File: config.mk
export PLATFORM = sky130hd
export DESIGN_NAME = sram_mem_stage
export DESIGN_NICKNAME = d
export VERILOG_FILES = /design/src/rtl/sram_mem_stage.sv
export SDC_FILE = /design/constraint.sdc
export NUM_CORES = 1
export LEC_CHECK = 0
export BUFFER_PORTS_ARGS = -buffer_cell sky130_fd_sc_hd__buf_4
export CORE_ASPECT_RATIO = 1.1
export CORE_MARGIN = 5
export CORE_UTILIZATION = 54
export CTS_CLUSTER_DIAMETER = 80
export DETAILED_ROUTE_END_ITERATION = 10
export PLACE_DENSITY_LB_ADDON = 0.15
export SLEW_MARGIN = 20
export SYNTH_ARGS = -nofsm -noshare
export SYNTH_HDL_FRONTEND = slang
export SYNTH_SLANG_ARGS = --single-unit
File: constraint.sdc
create_clock -name clk -period 9.2 [get_ports clk]
set_clock_uncertainty 0.15 [all_clocks]
set_input_delay 0 -clock clk [delete_from_list [all_inputs] [get_ports clk]]
set_output_delay 0 -clock clk [all_outputs]
set_load 0.1 [all_outputs]
File: src/rtl/sram_mem_stage.sv
// Memory-stage access unit: splits each 32-bit load/store into two 16-bit
// accesses on an external asynchronous SRAM and freezes the pipeline meanwhile.
module sram_mem_stage #(
  parameter int unsigned SRAM_WAIT = 2,
  parameter logic [31:0] ADDR_BASE = 32'd1024
) (
  input  logic        clk,
  input  logic        rst,
  input  logic        mem_read,
  input  logic        mem_write,
  input  logic [31:0] address,
  input  logic [31:0] write_data,
  output logic [31:0] read_data,
  output logic        ready,
  output logic [17:0] sram_addr,
  output logic [15:0] sram_dq_out,
  output logic        sram_dq_oe,
  output logic        sram_we_n,
  input  logic [15:0] sram_dq_in,
  output logic [1:0]  dbg_state
);

  typedef enum logic [1:0] {S_IDLE, S_LOW, S_HIGH, S_DONE} state_e;

  localparam logic [3:0] LAST = 4'(SRAM_WAIT - 1);

  state_e      state_q, state_d;
  logic [3:0]  cnt_q, cnt_d;
  logic        is_wr_q, is_wr_d;
  logic [16:0] wa_q, wa_d;
  logic [31:0] wdata_q, wdata_d;
  logic [31:0] rdata_q;
  logic [17:0] addr_q, addr_d;
  logic [15:0] dout_q, dout_d;
  logic        oe_q, oe_d;
  logic        we_n_q, we_n_d;

  logic        req;
  logic        last;
  logic        start;
  logic        in_access_d;
  logic [31:0] offset;
  logic        unused_bits;

  assign req    = mem_read | mem_write;
  assign last   = (cnt_q == LAST);
  assign start  = (state_q == S_IDLE) && req;
  assign offset = address - ADDR_BASE;
  assign unused_bits = ^{offset[31:19], offset[1:0]};

  // ready=1 means the EX/MEM register may advance on the next edge; when it
  // is 0 the register holds mem_read/mem_write/address/write_data stable.
  assign ready = ((state_q == S_IDLE) && !req) || (state_q == S_DONE);

  always_comb begin
    state_d = state_q;
    cnt_d   = cnt_q;
    case (state_q)
      S_IDLE: begin
        if (req) begin
          state_d = S_LOW;
          cnt_d   = 4'd0;
        end
      end
      S_LOW: begin
        if (last) begin
          state_d = S_HIGH;
          cnt_d   = 4'd0;
        end else begin
          cnt_d = cnt_q + 4'd1;
        end
      end
      S_HIGH: begin
        if (last) begin
          state_d = S_DONE;
          cnt_d   = 4'd0;
        end else begin
          cnt_d = cnt_q + 4'd1;
        end
      end
      default: state_d = S_IDLE;
    endcase
  end

  // Bus outputs are registered from the next state so they line up with it.
  always_comb begin
    is_wr_d     = start ? mem_write  : is_wr_q;
    wa_d        = start ? offset[18:2] : wa_q;
    wdata_d     = start ? write_data : wdata_q;
    in_access_d = (state_d == S_LOW) || (state_d == S_HIGH);
    oe_d        = is_wr_d && in_access_d;
    we_n_d      = !(oe_d && (cnt_d != LAST));
    addr_d      = addr_q;
    dout_d      = dout_q;
    if (state_d == S_LOW) begin
      addr_d = {wa_d, 1'b0};
      if (is_wr_d) dout_d = wdata_d[15:0];
    end else if (state_d == S_HIGH) begin
      addr_d = {wa_d, 1'b1};
      if (is_wr_d) dout_d = wdata_d[31:16];
    end
  end

  always_ff @(posedge clk) begin
    if (rst) begin
      state_q <= S_IDLE;
      cnt_q   <= 4'd0;
      is_wr_q <= 1'b0;
      wa_q    <= 17'd0;
      wdata_q <= 32'd0;
      rdata_q <= 32'd0;
      addr_q  <= 18'd0;
      dout_q  <= 16'd0;
      oe_q    <= 1'b0;
      we_n_q  <= 1'b1;
    end else begin
      state_q <= state_d;
      cnt_q   <= cnt_d;
      is_wr_q <= is_wr_d;
      wa_q    <= wa_d;
      wdata_q <= wdata_d;
      addr_q  <= addr_d;
      dout_q  <= dout_d;
      oe_q    <= oe_d;
      we_n_q  <= we_n_d;
      if (!is_wr_q && last && (state_q == S_LOW))  rdata_q[15:0]  <= sram_dq_in;
      if (!is_wr_q && last && (state_q == S_HIGH)) rdata_q[31:16] <= sram_dq_in;
    end
  end

  assign read_data   = rdata_q;
  assign sram_addr   = addr_q;
  assign sram_dq_out = dout_q;
  assign sram_dq_oe  = oe_q;
  assign sram_we_n   = we_n_q;
  assign dbg_state   = state_q;

endmodule

==> results.tsv <==
stage	metric	value	unit
synthesis	async set-reset flop share out of synthesis	0	%
global_routing	Total GRT Usage	25.4	%
timing	min Tclk post-route	3.49	ns
synthesis	synthesized area per cell	9.38	sq um
drt	DR pass1 iterations	4	
die	row count	36	
drt	met1 WL	5.16	mm
timing	Max Slew Vio Count	0	
timing	final setup TNS	0	ns
flow_run	max cap viols	0	
die	Starting Density	54.7	%
synthesis	sequential fraction of the synthesis area	52.0	%
placement	Routability Congestion	0.814	
synthesis	EDFF count, synth	0	
synthesis	Post-Synth Adder-Cell Area	2.36	%
timing	post-route setup slack	5.71	ns
clocking	post-CTS setup buffers	0	
die	Die X	99.7	um
drt	WL met2	7.12	mm
global_routing	vias in the first global route	4762	
synthesis	Synth top area share	52.0	%
timing	fmax	287	MHz
die	Core ar.	0.00874	sq mm
synthesis	Syn Nets	602	
synthesis	Synth Flop Type	dfxtp_1	
synthesis	Synth cell types	42	
drt	WL/cell	16.0	um
synthesis	Synth Area in XOR/XNOR	0.917	%
critical_path	WP data arrival	3.79	ns
drt	post-route ant nets	0	
placement	port bufs	139	
timing	RSZ-0062 raised after global routing	no	
cells_and_area	Synth-to-Final Area Change	52.6	%
critical_path	CP Data Required Time	9.50	ns
synthesis	Synth Cell Area	0.00478	sq mm
drt	length of routed met3 wiring	791	um
drt	residual DRC count	0	
timing	crit share post-route	37.9	%
drt	total wire length	13.6	mm
global_routing	largest net degree at the start of global routing	96	
clocking	CTS Sinks	124	
synthesis	Post-Synth Simple-Gate Area	16.9	%
cells_and_area	fraction of layout cells with a size suffix above 1	24.8	%
drt	DR top layer	met4	
drt	DR vias	4522	
synthesis	Syn. warnings	0	
die	Die Height	109	um
clocking	Worst-Skew Late Latency	0.51	ns
timing	worst-margin pin slew	1.01	ns
power	Design Power	2.13	mW
global_routing	initial antenna violation count	0	
synthesis	multiplexer share of the synthesized area	10.1	%
min_path	HP Class	input pin to flip-flop	
drt	Vias per Instance	5.33	
synthesis	largest family of logic cells by synthesized area	simple AND/OR/NAND/NOR gates	
synthesis	Mapped Cells	509	
clocking	clk slew on worst S/H paths	0.06	ns
critical_path	CP Launch Type	flip-flop	
clocking	Longest Clk Path Bufs	2	
cells_and_area	Nets	815	
power	power per cell area	292	mW/mm^2
timing	Relative slew margins	32.3	%
power	Leak	3.25	nW
cells_and_area	final core occ	83.4	%
timing	Hold Vio Cnt, Final	0	
critical_path	WS Path Type	flip-flop to flip-flop	
critical_path	CP Capture Type	flip-flop	
global_routing	total gr overflow	0	
clocking	CTS H-tree depth	4	
timing	final setup vio count	0	
die	die area	0.0108	sq mm
clocking	TritonCTS Buffers	17	
placement	pre-CTS worst setup slack	5.16	ns
placement	HPWL after DPL	7.98	mm
power	maximum vdd drop	0.274	mV
cells_and_area	ant diodes	0	
clocking	CTS root buf	clkbuf_8	
status	status	finished, final reports clean	
synthesis	Synth Area in Compound Gates	14.1	%
synthesis	largest cells by area after synthesis	dfxtp_1 52%, mux2i_1 10%, nand2_1 7.1%	
synthesis	post-synth top area cell	dfxtp_1	
critical_path	Crit Path Max Fanout	19	
global_routing	first-pass GRT wire length	21.9	mm
die	I/O pin cnt	155	
clocking	CTS tree	yes	
drt	DR iter-0 viols	161	
synthesis	FF+latch count, synth	124	
==> cells in the mapped netlist (all sizes together), types with 5 or more instances <==
cell and instances:
dfxtp 124, nand2 90, nor2 62, a21oi 55, mux2i 48, a22o 29, buf 18, clkbuf 11
ha 9, inv 9, nor3 8, o21ai 5, xnor2 5
==> per-stage QoR <==
| step | instances | hold slack, ns | cell area [sq um] |
|---|---|---|---|
| after global placement | 734 | 0.107 | 5830 |
| after global routing | 849 | 0.154 | 7290 |
| after CTS | 849 | 0.134 | 7280 |
| after floorplan | 509 | -0.0140 | 4780 |
| after detailed placement | 734 | 0.115 | 5830 |
| final | 849 | 0.157 | 7290 |
==> final cells by class <==
type	instances	area [sq um]
sequential	124	2480
tap	114	143
clock inverter	11	166
fill	496	1450
timing repair buffer	223	1880
clock buffer	21	449
multi-input combinational	347	2130
inverter	9	33.8
==> state kept, by name (all words and copies together), names as in the netlist <==
| name | flops |
|---|---|
| sram_addr | 18 |
| wdata_q | 32 |
| read_data | 32 |
| sram_we_n | 1 |
| sram_dq_out | 16 |
| sram_dq_oe | 1 |
| is_wr_q | 1 |
| cnt_q | 4 |
| dbg_state | 2 |
| wa_q | 17 |
==> report_power, final <==
part	leakage, nW	switching [mW]	internal [mW]
combinational	1.94	0.561	0.226
sequential	1.01	0.0417	0.615
clock	0.294	0.234	0.453
==> logic make-up after synthesis <==
family                   count (synthesis)
multiplexers                            48
AND/OR/NAND/NOR                        181
adder cells (fa/ha/maj)                  9
buffers and inverters                   38
AO/OA/AOI/OAI                          104
flip-flops                             124
XOR/XNOR                                 5
==> placed cells by master (no fill, tap or decap), types with 2 or more instances in the layout <==
cell type / netlist / layout
bufinv_16: 0 / 4
a211oi_1: 4 / 4
buf_4: 5 / 140
xnor2_1: 5 / 5
dfxtp_1: 124 / 124
clkbuf_8: 0 / 3
o21a_1: 3 / 2
a22o_1: 29 / 29
nor3_1: 7 / 7
mux2i_1: 48 / 48
ha_1: 9 / 8
nand2_1: 90 / 90
dlygate4sd3_1: 0 / 83
or3_1: 2 / 2
nor2b_1: 2 / 2
o21ai_0: 3 / 3
clkinv_2: 0 / 3
nand3b_1: 3 / 3
clkbuf_1: 11 / 2
o31ai_1: 4 / 4
nor2_1: 61 / 60
clkbuf_16: 0 / 16
a21oi_1: 53 / 53
clkinvlp_4: 0 / 3
a21oi_2: 2 / 2
nor3b_1: 3 / 3
inv_1: 9 / 9
==> worst max-delay path, stage by stage, from the launching register on <==
cell and delay, ns:
dfxtp_1 0.48, ha_1 0.21, or3b_4 0.44, a21oi_1 0.16, nor2_1 0.05, o21bai_1 0.25, inv_1 0.08, ha_2 0.39
o21ai_1 0.29, nor3b_4 0.69, a22o_1 0.25
==> path summary, 6_finish.rpt <==
path / from / endpoint / slack, ns / cells after the start
min reg2reg: read_data[26]$_SDFFE_PP0P_ / read_data[26]$_SDFFE_PP0P_ / 0.31 / 2
min: write_data[1] / wdata_q[1]$_SDFF_PP0_ / 0.16 / 4
max reg2reg: cnt_q[0]$_SDFF_PP0_ / sram_dq_out[12]$_SDFFE_PP0P_ / 5.71 / 10
max: cnt_q[0]$_SDFF_PP0_ / sram_dq_out[12]$_SDFFE_PP0P_ / 5.71 / 10
==> layer usage <==
metal,GRT usage [%],up-vias
met1,27.9,2139
li1,-,2168
met5,0,-
met3,6.72,45
met2,44.7,170
met4,13.5,0
==> repair_timing <==
item,in CTS,in global routing
gates resized for setup,0,0
hold buffers,83,0
endpoints found under the hold margin,120,0
(Power assumes the default switching activity.)
